[config.mk]
export PLATFORM = sky130hd
export DESIGN_NAME = pattern_scan_ctrl
export DESIGN_NICKNAME = d
export VERILOG_FILES = /design/src/rtl/pattern_scan_pkg.sv /design/src/rtl/pattern_shift_matcher.sv /design/src/rtl/pattern_scan_ctrl.sv
export SDC_FILE = /design/constraint.sdc
export NUM_CORES = 1
export LEC_CHECK = 0
export CORE_MARGIN = 5
export CORE_UTILIZATION = 56
export DETAILED_ROUTE_END_ITERATION = 7
export PLACE_DENSITY_LB_ADDON = 0.2
export SLEW_MARGIN = 40
export SYNTH_ARGS = -nofsm -noshare
export SYNTH_HDL_FRONTEND = slang
export SYNTH_SLANG_ARGS = --single-unit
[constraint.sdc]
create_clock -name i_clk -period 3.5 [get_ports i_clk]
set_input_delay 0.7 -clock i_clk [delete_from_list [all_inputs] [get_ports i_clk]]
set_output_delay 0.7 -clock i_clk [all_outputs]
set_load 0.03 [all_outputs]
[src/rtl/pattern_scan_pkg.sv]
// Shared types and helpers for the pattern scan controller and its matcher.
package pattern_scan_pkg;

    typedef enum logic [1:0] {
        IDLE,
        ARM,
        SCAN,
        DONE
    } state_t;

    localparam int DEF_PAT_W = 8;
    localparam int DEF_CNT_W = 16;

    // Counts stick at maxVal instead of wrapping back to zero.
    function automatic logic [31:0] satInc(input logic [31:0] value, input logic [31:0] maxVal);
        return (value >= maxVal) ? value : value + 32'd1;
    endfunction

endpackage

[src/rtl/pattern_shift_matcher.sv]
// Serial history register with a fill counter and a registered compare against
// the low len bits of the pattern; o_match pulses the cycle after the completing bit.
module pattern_shift_matcher
    import pattern_scan_pkg::*;
#(
    parameter int PAT_W = DEF_PAT_W,
    localparam int LEN_W = $clog2(PAT_W) + 1
) (
    input  logic             i_clk,
    input  logic             i_reset,
    input  logic             i_clr,
    input  logic             i_shift_en,
    input  logic             i_bit_in,
    input  logic [PAT_W-1:0] i_pattern,
    input  logic [LEN_W-1:0] i_len,
    output logic             o_match
);

    logic [PAT_W-1:0] r_history;
    logic [LEN_W-1:0] r_fill;
    logic             r_match;

    logic [PAT_W-1:0] w_nextHistory;
    logic [LEN_W-1:0] w_nextFill;
    logic             w_equal;

    assign w_nextHistory = {r_history[PAT_W-2:0], i_bit_in};
    assign w_nextFill    = LEN_W'(satInc(32'(r_fill), 32'(PAT_W)));

    // Compare against the history as it will look after this bit shifts in.
    always_comb begin
        w_equal = 1'b1;
        for (int i = 0; i < PAT_W; i++) begin
            if (i < int'(i_len) && w_nextHistory[i] != i_pattern[i]) begin
                w_equal = 1'b0;
            end
        end
    end

    always_ff @(posedge i_clk or posedge i_reset) begin
        if (i_reset) begin
            r_history <= '0;
            r_fill    <= '0;
            r_match   <= 1'b0;
        end else if (i_clr) begin
            r_history <= '0;
            r_fill    <= '0;
            r_match   <= 1'b0;
        end else if (i_shift_en) begin
            r_history <= w_nextHistory;
            r_fill    <= w_nextFill;
            r_match   <= w_equal && (w_nextFill >= i_len);
        end else begin
            r_match   <= 1'b0;
        end
    end

    assign o_match = r_match;

endmodule

[src/rtl/pattern_scan_ctrl.sv]
// Scan-window controller around pattern_shift_matcher: counts overlapping matches and first position.
// Optional abort port and sticky aborted flag when PAT_SCAN_ABORT_EN is defined.
module pattern_scan_ctrl
    import pattern_scan_pkg::*;
#(
    parameter int PAT_W = DEF_PAT_W,
    parameter int CNT_W = DEF_CNT_W,
    localparam int LEN_W = $clog2(PAT_W) + 1
) (
    input  logic             i_clk,
    input  logic             i_reset,
    input  logic [PAT_W-1:0] i_cfg_pattern,
    input  logic [LEN_W-1:0] i_cfg_len,
    input  logic [CNT_W-1:0] i_cfg_window,
    input  logic             i_start,
    input  logic             i_stream_valid,
    input  logic             i_stream_in,
`ifdef PAT_SCAN_ABORT_EN
    input  logic             i_abort,
    output logic             o_aborted,
`endif
    output logic             o_busy,
    output logic             o_done,
    output logic             o_pattern_found,
    output logic [CNT_W-1:0] o_match_count,
    output logic             o_first_valid,
    output logic [CNT_W-1:0] o_first_pos
);

    localparam logic [LEN_W-1:0] MAX_LEN   = LEN_W'(PAT_W);
    localparam logic [CNT_W-1:0] MAX_COUNT = '1;

    state_t           r_state;
    logic [PAT_W-1:0] r_pattern;
    logic [LEN_W-1:0] r_patLen;
    logic [CNT_W-1:0] r_window;
    logic [CNT_W-1:0] r_bitCount;
    logic [CNT_W-1:0] r_matchCount;
    logic [CNT_W-1:0] r_firstPos;
    logic             r_firstValid;
    logic             r_busy;
    logic             r_done;

    logic [LEN_W-1:0] w_clampLen;
    logic [CNT_W-1:0] w_nextBitCount;
    logic             w_abort;
    logic             w_shift;
    logic             w_clr;
    logic             w_match;

    always_comb begin
        w_clampLen = i_cfg_len;
        if (i_cfg_len == '0) begin
            w_clampLen = LEN_W'(1);
        end else if (i_cfg_len > MAX_LEN) begin
            w_clampLen = MAX_LEN;
        end
    end

`ifdef PAT_SCAN_ABORT_EN
    logic r_aborted;
    assign w_abort   = i_abort && (r_state == ARM || r_state == SCAN);
    assign o_aborted = r_aborted;
`else
    assign w_abort = 1'b0;
`endif

    assign w_nextBitCount = r_bitCount + 1'b1;
    assign w_shift        = (r_state == SCAN) && i_stream_valid && !w_abort;
    assign w_clr          = (r_state == IDLE) && i_start;

    pattern_shift_matcher #(
        .PAT_W(PAT_W)
    ) u_matcher (
        .i_clk      (i_clk),
        .i_reset    (i_reset),
        .i_clr      (w_clr),
        .i_shift_en (w_shift),
        .i_bit_in   (i_stream_in),
        .i_pattern  (r_pattern),
        .i_len      (r_patLen),
        .o_match    (w_match)
    );

    // A match pulse lands one cycle after its bit, so r_bitCount already points one past it.
    always_ff @(posedge i_clk or posedge i_reset) begin
        if (i_reset) begin
            r_state      <= IDLE;
            r_pattern    <= '0;
            r_patLen     <= '0;
            r_window     <= '0;
            r_bitCount   <= '0;
            r_matchCount <= '0;
            r_firstPos   <= '0;
            r_firstValid <= 1'b0;
            r_busy       <= 1'b0;
            r_done       <= 1'b0;
`ifdef PAT_SCAN_ABORT_EN
            r_aborted    <= 1'b0;
`endif
        end else begin
            r_done <= 1'b0;
            if (w_match) begin
                r_matchCount <= CNT_W'(satInc(32'(r_matchCount), 32'(MAX_COUNT)));
                if (!r_firstValid) begin
                    r_firstValid <= 1'b1;
                    r_firstPos   <= r_bitCount - 1'b1;
                end
            end
            case (r_state)
                IDLE: begin
                    if (i_start) begin
                        r_pattern    <= i_cfg_pattern;
                        r_patLen     <= w_clampLen;
                        r_window     <= i_cfg_window;
                        r_bitCount   <= '0;
                        r_matchCount <= '0;
                        r_firstValid <= 1'b0;
                        r_busy       <= 1'b1;
                        r_state      <= ARM;
`ifdef PAT_SCAN_ABORT_EN
                        r_aborted    <= 1'b0;
`endif
                    end
                end
                ARM: begin
                    if (w_abort || r_window == '0) begin
                        r_busy  <= 1'b0;
                        r_done  <= 1'b1;
                        r_state <= DONE;
                    end else begin
                        r_state <= SCAN;
                    end
`ifdef PAT_SCAN_ABORT_EN
                    if (w_abort) r_aborted <= 1'b1;
`endif
                end
                SCAN: begin
                    if (w_abort) begin
                        r_busy  <= 1'b0;
                        r_done  <= 1'b1;
                        r_state <= DONE;
                    end else if (i_stream_valid) begin
                        r_bitCount <= w_nextBitCount;
                        if (w_nextBitCount == r_window) begin
                            r_busy  <= 1'b0;
                            r_done  <= 1'b1;
                            r_state <= DONE;
                        end
                    end
`ifdef PAT_SCAN_ABORT_EN
                    if (w_abort) r_aborted <= 1'b1;
`endif
                end
                DONE: begin
                    r_state <= IDLE;
                end
                default: begin
                    r_busy  <= 1'b0;
                    r_state <= IDLE;
                end
            endcase
        end
    end

    assign o_busy          = r_busy;
    assign o_done          = r_done;
    assign o_pattern_found = w_match;
    assign o_match_count   = r_matchCount;
    assign o_first_valid   = r_firstValid;
    assign o_first_pos     = r_firstPos;

endmodule

-- Word-level counts from Yosys, hierarchy flattened
Cells that the tools add are included.
- add/subtract/negate cells: 4
- order comparisons: 12
- equal/unequal tests: 16
- mux-type cells: 41
- bitwise logic cells: 1
- reductions and logical operators: 22
- operators by type and width (cell ; number):
    16-bit 2-to-1 mux ; 6
    16-bit by 1-bit adder with 16-bit output, second input constant ; 2
    16-bit one-hot mux with 2 select lines ; 1
    1-bit 2-to-1 mux ; 21
    4-bit 2-to-1 mux ; 5
    16-bit equality test ; 1
    16-bit >= comparator, second input constant ; 1
    16-bit logical NOT ; 1
    3-bit by 4-bit < comparator with 1-bit output, first input constant ; 4
    16-bit by 1-bit subtractor with 16-bit output, second input constant ; 1
    7-bit 2-to-1 mux ; 2
    1-bit logical AND ; 11
    1-bit by 4-bit < comparator with 1-bit output, first input constant ; 2
    2-bit by 4-bit < comparator with 1-bit output, first input constant ; 2
    1-bit != test ; 8
    2-bit one-hot mux with 4 select lines ; 1
    2-bit 2-to-1 mux ; 3
    2-bit != test, second input constant ; 3
    3-bit AND reduction ; 2
    5-bit AND reduction ; 1
    4-bit by 1-bit adder with 4-bit output, second input constant ; 1
    2-bit equality test, second input constant ; 2
    4-bit >= comparator ; 1
    4-bit >= comparator, second input constant ; 1
    11 further kinds ; 13
- register bits after elaboration: 93
- bits of input ports: 33
- output and inout port bits: 36
- word-level logic and storage cells: 109

-- Longest topological paths before layout
Gate-level depths: netlist of run 1.
- depth after elaboration: 13
- gate-level depth with buffers: 9
- mapped depth without buffers: 9

-- By module
A second synthesis of run 1 with hierarchy kept.
- cell total of the unflattened synthesis: 589
- area total of the unflattened synthesis: 5205.0 um^2
- modules (own cells, without submodules) (module ; instances ; cells an instance ; area an instance (um^2)):
    pattern_scan_ctrl ; 1 ; 508 ; 4411.7
    pattern_shift_matcher ; 1 ; 81 ; 793.3

-- Least setup slack after synthesis of run 1
OpenSTA, ideal clock, no wires.
- kind: register to register
- start: register r_bitCount[0]
- end: register r_state[0]
- setup time: 139 ps
- arrival: 2454 ps
- data required time: 3361 ps
- path slack: 907 ps
- stages on the path, launching flop included: 9
- path buffers: 0
- clock period less this slack: 2593 ps
- cell sequence: dfrtp_1 -> ha_1 -> nand3_4 -> nor4_4 -> xnor2_1 -> or4_4 -> o41ai_4 -> and2_1 -> a41oi_1
- cells in the longest elaborated chain, start to end: 4
- ends and longest elaborated chain (what ; RTL line ; text):
    start: declaration ; pattern_scan_ctrl.sv:37 ; logic [CNT_W-1:0] r_bitCount;
    start signal: assignment ; pattern_scan_ctrl.sv:144 ; r_bitCount <= w_nextBitCount;
    16-bit by 1-bit adder with 16-bit output ; pattern_scan_ctrl.sv:68 ; assign w_nextBitCount = r_bitCount + 1'b1;
    16-bit equality test ; pattern_scan_ctrl.sv:145 ; if (w_nextBitCount == r_window) begin
    2-bit by 1-bit != test with 1-bit output (no source line) ; - ;
    3-bit AND reduction (no source line) ; - ;
    end signal: assignment ; pattern_scan_ctrl.sv:142 ; r_state <= DONE;
    end signal: assignment ; pattern_scan_ctrl.sv:148 ; r_state <= DONE;
    end signal: assignment ; pattern_scan_ctrl.sv:156 ; r_state <= IDLE;
    end: declaration ; pattern_scan_ctrl.sv:33 ; state_t r_state;
Every way passes these cells.
A chain may end at the register's enable or synchronous reset.

-- Final worst setup path of run 1
Ends and elaborated chain as after synthesis.

==> results.tsv, run 1 <==
metric	value	unit
required	3.73	ns
worstSetupStartpointType	flop	
clkSinkCount	93	
drive_above_1_share	6.019	%
area_growth	19.28	%
cts_max_path_buffers	2	
skew	0.009730	ns
cp_max_fo	8	
vias	4285	
synthFlopType	dfrtp_1	
finalSetupTns	0	ns
async_reset_ff_share	100.0	%
grt_pass1_vias	4226	
grt_pass1_wl	20.22	mm
routabilityCongestion	0.8735	
min_path_type	reg -> reg	
drt_pass1_iterations	5	
cts_resized	0	
power_density	698.9	nW/um^2
fmax	0.3363	GHz
max_slew_margin	55.87	%
fp.dieH	106.1	um
max_stage_delay	0.51	ns
global_route.usage.total	22.18	%
status	complete, no violations	
final_cell_mix	145 x nand2_1, 93 x dfrtp_1, 68 x clkdlybuf4s50_1	
drt-total-wl	11.87	mm
setup_viol	0	
rsz0062_at_grt	no	
root_buffer	clkbuf_8	
antennaDiodeCount	0	
tightest_slew	0.6604	ns
dieArea	11260	um^2
cts_setup_buffers	0	
slowest_stage	dfrtp_1	
antenna_found_initial	0	
grt-ovfl-total	0	
period_share	84.96	%
synthesis.nets	632	
cts_tree	yes	
finalNetCount	689	
yosys_warnings	0	
synth_area	5172	um^2
synth_edf_count	0	
synth.avg_cell_area	8.827	um^2
rows	35	
antenna_left	0	
synth.distinct_cells	59	
grt_max_degree	94	
hold_violations	0	
clk_latency	0.36	ns
ctsHoldBuffers	0	
maxCapViolations	0	
placedCellCount	743	
io_buffer_count	68	
dp_hpwl	8.551	mm
wl_per_cell	15.64	um
crit_arrival	3.21	ns
ys_ff_latch	93	
yosysSeqAreaShare	44.99	%
critPathKind	reg -> reg	
cp_cell_sequence	ha_1 > nand3_4 > nor3_1 > o2111ai_1 > a2111o_1 > o41ai_4 > and2_1 > a41oi_1	
cp-end-kind	flop	
io_pins	69	
fp.coreArea	9109	um^2
cts_buffers	9	
initial_core_util	56.79	%
chipWidth	106.1	um
drcViolationCount	0	
synthCells	586	
layout_commonest_cell	nand2_1	
via_per_inst	5.646	
p_leak	2.727	nW
final_cells	759	
clkTransAtPathRegs	0.10	ns
peakVddDrop	479.3	uV
period_minus_slack	2.974	ns
holdWs	0.4798	ns
h-tree-depth	3	
finalMaxSlewViolations	0	
drt_iter0_drc	235	
## layout make-up
class | instances | area, um^2
fill | 766 | 2939
tap | 111 | 138.9
inverter | 18 | 68.82
sequential | 93 | 2327
clock buffer | 11 | 151.4
multi-input combinational | 445 | 2648
timing repair buffer | 76 | 753.2
clock inverter | 5 | 82.58
## cells by family after synthesis
logic type,synth area share (%)
xor+xnor,8.636
flops,44.99
simple gates,25.37
compound gates,13.16
buf+inv,3.894
mux,0.7983
fa+ha+maj,3.145
## per-layer routing
metal,vias up,share of wire (%),wire (um),GRT usage (%)
li1,2118,-,-,-
met1,2020,43,5109,28.47
met2,120,50,5946,38.19
met3,27,4.6,545,3.218
met4,0,2.3,271,7.863
met5,-,0,0,0
## worst max-delay path: cells and delay by family (launching register included)
| kind | cells | cell delay [ns] |
|---|---|---|
| simple gates | 3 | 0.82 |
| fa+ha+maj | 1 | 0.39 |
| flops | 1 | 0.51 |
| compound gates | 4 | 1.11 |
## stage by stage
stage          worst slack [ns]  power, mW  util, %  cell area, um^2
2_1_floorplan            0.3797      2.942        -             5172
3_3_place_gp             0.7539      3.428    65.14             5933
3_5_place_dp             0.5638      3.483    65.16             5936
4_1_cts                  0.5441      4.334    67.73             6170
5_1_grt                  0.4238      4.631    67.73             6170
6_report                 0.5265      4.312    67.73             6170
## synth_stat cells, types with 6 or more instances
cell / n / area [um^2]
xnor2_1: 32 / 280.3
nand2_1: 145 / 544.3
nor2_1: 36 / 135.1
xor2_1: 19 / 166.4
nand3_1: 15 / 75.07
inv_1: 18 / 67.56
a21oi_1: 22 / 110.1
clkbuf_1: 20 / 75.07
dfrtp_1: 93 / 2327
o31ai_1: 7 / 52.55
ha_1: 13 / 162.7
nor4_1: 6 / 37.54
o21ai_0: 44 / 220.2
nor3_1: 12 / 60.06
## registers in the layout (all words and copies together), names as in the netlist
signal               cells
r_patLen                 4
r_state                  2
r_window                16
o_match_count           16
u_matcher.o_match        1
o_done                   1
u_matcher.r_fill         4
o_busy                   1
r_bitCount              16
o_first_pos             16
o_first_valid            1
u_matcher.r_history      7
r_pattern                8
## power by group
group | switching [mW] | leakage [nW] | internal (mW) | total [mW]
Clock | 0.383 | 0.120 | 0.443 | 0.825
Sequential | 0.382 | 1.17 | 1.36 | 1.74
Combinational | 0.940 | 1.44 | 0.804 | 1.74
Total | 1.71 | 2.73 | 2.61 | 4.31
## path summary, 6_finish.rpt
check                                from          endpoint  cells after the start  slack, ns
max                         r_bitCount[0]        r_state[0]                      8       0.53
min                        o_first_pos[6]    o_first_pos[6]                      2       0.48
max reg2reg                 r_bitCount[0]        r_state[0]                      8       0.53
min reg2reg                o_first_pos[6]    o_first_pos[6]                      2       0.48
max in group asynchronous         i_reset  o_match_count[1]                      3       2.32
min in group asynchronous         i_reset    o_first_pos[0]                      3       0.71
Note: power is estimated with default switching activity, not from simulation.
==> inputs of run 2 (changes only) <==
Settings changed: CORE_UTILIZATION 56 to 50.
Clock period 3.5 ns to 2.68 ns, I/O delays scaled along.
==> results.tsv, run 2 (synthesis gave the netlist of run 1 again) <==
metric	value	unit
period_minus_slack	2.649	ns
vias	4379	
tightest_slew	0.6279	ns
crit_arrival	2.90	ns
routabilityCongestion	0.9013	
antenna_found_initial	0	
drt_iter0_drc	337	
drt-total-wl	12.07	mm
finish.utilization	62.92	%
dp_slack	0.001833	ns
critPathTopFamily	simple AND/OR/NAND/NOR gates	
cp-end-kind	flop	
max_slew_margin	58.05	%
cp_max_fo	7	
top_usage_layer	met2	
finalMaxSlewViolations	0	
setup_viol	0	
via_per_inst	5.433	
fmax	0.3775	GHz
wl_per_cell	14.98	um
final_cell_mix	145 x nand2_1, 92 x dfrtp_1, 68 x clkdlybuf4s50_1	
finalNetCount	712	
layout_commonest_cell	nand2_1	
grt.met3_usage	3.750	%
critical_path_buf_inv_count	0	
grt_pass1_wl	20.82	mm
grt_use_met1	27.14	%
cts_buffers	9	
h-tree-depth	3	
root_buffer	clkbuf_8	
max_stage_delay	0.51	ns
critPathKind	reg -> reg	
drt_pass1_iterations	5	
dieArea	12480	um^2
maxCapViolations	0	
cts_max_path_buffers	2	
post-route-cell-area	6409	um^2
rsz0062_at_grt	yes	
placed_area	6137	um^2
antenna_left	0	
period_share	98.86	%
status	complete, no violations	
fp.coreArea	10180	um^2
peakVddDrop	484.9	uV
clk_latency	0.37	ns
skew	0.01241	ns
cp_cell_sequence	ha_2 > nand3_4 > nor4_4 > xnor2_1 > or4_4 > o41ai_4 > and2_4 > a41oi_2	
grt_max_degree	35	
dp_hpwl	8.885	mm
min_path_type	reg -> reg	
chipWidth	111.7	um
required	2.93	ns
p_leak	2.836	nW
hold_violations	0	
timing.final.ws_setup	0.03066	ns
finalSetupTns	0	ns
antennaDiodeCount	0	
grt-ovfl-total	0	
worstSetupStartpointType	flop	
clkTransAtPathRegs	0.09	ns
clkSinkCount	93	
cts_tree	yes	
drive_above_1_share	10.75	%
placedCellCount	787	
global_route.usage.total	20.27	%
rows	37	
io_pins	69	
grt_pass1_vias	4268	
fp.dieH	111.7	um
slowest_stage	or4_4	
io_buffer_count	68	
area_growth	23.90	%
power_density	878.7	nW/um^2
final_cells	806	
initial_core_util	50.79	%
grt_use_met2	33.21	%
drcViolationCount	0	
[run 2: cell types whose count changed in the layout (fill, tap and decap cells not counted), sizes merged]
cell / change
buf: +23
bufinv: -2
clkbuf: -2
clkinvlp: +2
inv: +1
[run 2: timing repair]
item | CTS | global route
endpoints found under the setup margin | 1 | 4
pin swaps | 0 | 8
gates resized for setup | 2 | 15
hold buffers | 0 | 0
buffers inserted | 0 | 4
hold endpoints to repair | 0 | 0
[run 2: final timing paths]
path / end / cells after the start / from / slack (ns)
worst min-delay path: o_first_pos[13] / 2 / o_first_pos[13] / 0.49
worst min register to register: o_first_pos[13] / 2 / o_first_pos[13] / 0.49
worst max-delay path: r_state[0] / 8 / r_bitCount[0] / 0.03
worst max register to register: r_state[0] / 8 / r_bitCount[0] / 0.03
min in group asynchronous: o_first_pos[2] / 2 / i_reset / 0.59
max in group asynchronous: o_match_count[11] / 3 / i_reset / 1.50
[run 2: worst min-delay path, cell delays in order (launching register included)]
cell     delay [ns]
dfrtp_1        0.35
nand2_1        0.05
o21ai_0        0.06
[run 2: routing by layer]
layer	vias to the layer above	wire, um
met5	-	0
met4	0	245
met3	19	529
met2	109	5882
met1	2083	5414
li1	2168	-
[run 2: where the power goes]
part | switching, mW | internal, mW | leakage [nW] | total, mW
Sequential | 0.478 | 1.78 | 1.17 | 2.26
Combinational | 1.33 | 1.21 | 1.58 | 2.53
Clock | 0.508 | 0.332 | 0.0852 | 0.840
Total | 2.31 | 3.32 | 2.84 | 5.63
[run 2: through the flow]
stage	power [mW]	hold slack, ns
2_1_floorplan	3.842	0.4652
3_3_place_gp	4.545	0.4601
3_5_place_dp	4.636	0.4714
4_1_cts	5.507	0.4928
5_1_grt	6.056	0.5290
6_report	5.631	0.4858
[run 2: area by class of cell]
type                       instances  area [um^2]
fill                             877         3776
timing repair buffer              99        958.4
clock inverter                     6        40.04
sequential                        93         2328
multi-input combinational        445         2714
tap                              136        170.2
clock buffer                       9        123.9
inverter                          18        73.82
==> inputs of run 3 (changes only) <==
Settings changed: GPL_ROUTABILITY_DRIVEN set to 0, PLACE_DENSITY_LB_ADDON 0.2 to 0.1.
==> results.tsv, run 3 (synthesis gave the netlist of run 1 again) <==
metric	value	unit
worstRegToRegCells	10	
vias	4355	
cts_buffers	9	
min_path_type	reg -> reg	
root_buffer	clkbuf_8	
grt-ovfl-total	0	
crit_arrival	2.81	ns
clkSinkCount	93	
wl_met3	475	um
antenna_left	0	
finalNetCount	710	
critPathKind	reg -> reg	
reg2reg_slack	0.11	ns
p_leak	2.798	nW
finish.utilization	62.63	%
fp.dieH	111.7	um
antennaDiodeCount	0	
dr.max_layer_used	met4	
h-tree-depth	3	
chipWidth	111.7	um
final_cell_mix	145 x nand2_1, 92 x dfrtp_1, 68 x clkdlybuf4s50_1	
power_density	881.8	nW/um^2
global_route.usage.total	20.22	%
skew	0.006453	ns
initial_core_util	50.79	%
placed_area	6117	um^2
cp_max_fo	7	
period_minus_slack	2.572	ns
grt_pass1_wl	21.07	mm
drt_pass1_iterations	4	
wl_per_cell	15.08	um
layout_commonest_cell	nand2_1	
maxCapViolations	0	
drive_above_1_share	9.716	%
dp_hpwl	8.979	mm
p_total	5.625	mW
worstSetupStartpointType	flop	
antenna_found_initial	0	
grt_max_degree	37	
fmax	0.3889	GHz
drt_iter0_drc	216	
io_pins	69	
cts_tree	yes	
finalMaxSlewViolations	0	
post-route-cell-area	6379	um^2
required	2.92	ns
dr_wl_met2	6.070	mm
tightest_slew	0.6881	ns
wl_met1	5.416	mm
setup_viol	0	
status	complete, no violations	
max_slew_margin	54.03	%
min_path_cells	2	
clk_latency	0.37	ns
period_share	95.96	%
fp.coreArea	10180	um^2
io_buffer_count	68	
holdWs	0.4808	ns
drcViolationCount	0	
cp-end-kind	flop	
grt_pass1_vias	4375	
rows	37	
hold_violations	0	
clkTransAtPathRegs	0.09	ns
area_growth	23.32	%
cts_max_path_buffers	2	
dieArea	12480	um^2
peakVddDrop	473.1	uV
drt-total-wl	12.14	mm
via_per_inst	5.410	
[run 3: path summary, 6_finish.rpt]
check / end / startpoint
worst max-delay path: r_state[0] / r_bitCount[0]
worst min-delay path: o_first_pos[9] / o_first_pos[9]
max in group asynchronous: r_bitCount[2] / i_reset
min in group asynchronous: r_window[4] / i_reset
worst max register to register: r_state[0] / r_bitCount[0]
worst min register to register: o_first_pos[9] / o_first_pos[9]
[run 3: repair_timing]
item / in CTS / in global routing
resized for setup: 0 / 8
setup buffers: 0 / 3
hold buffers: 0 / 0
setup endpoints to repair: 0 / 3
[run 3: per-layer routing]
layer / GRT usage (%) / up-vias
li1: - / 2159
met1: 25.76 / 2093
met2: 34.77 / 88
met3: 3.152 / 15
met4: 7.461 / 0
met5: 0 / -
[run 3: layout make-up]
type,instances,area [um^2]
Multi-Input combinational cell,445,2684
Fill cell,894,3806
Clock inverter,5,60.06
Inverter,18,71.32
Timing Repair Buffer,97,923.4
Sequential cell,93,2328
Tap cell,136,170.2
Clock buffer,11,141.4
[run 3: report_power, final]
group          internal, mW  total, mW  leakage (nW)  switching, mW
Combinational          1.12       2.41          1.54           1.29
Clock                 0.457      0.958        0.0878          0.501
Sequential             1.78       2.25          1.17          0.477
Total                  3.36       5.62          2.80           2.27
[run 3: critical path, stage by stage, from the launching register on]
cell       delay, ns
dfrtp_1         0.40
buf_4           0.18
inv_2           0.07
ha_4            0.28
xnor2_1         0.11
and3_1          0.18
o2111ai_1       0.11
a2111o_1        0.36
o41ai_4         0.44
and2_4          0.21
a41oi_1         0.11
[run 3: through the flow]
step                       TNS (ns)  instances  setup slack (ns)
after floorplan                   0        586           0.08685
after global placement            0        786            0.1064
after detailed placement          0        786           0.03558
after CTS                         0        802           0.01131
after global routing      -0.005783        805         -0.005783
final                             0        805            0.1083
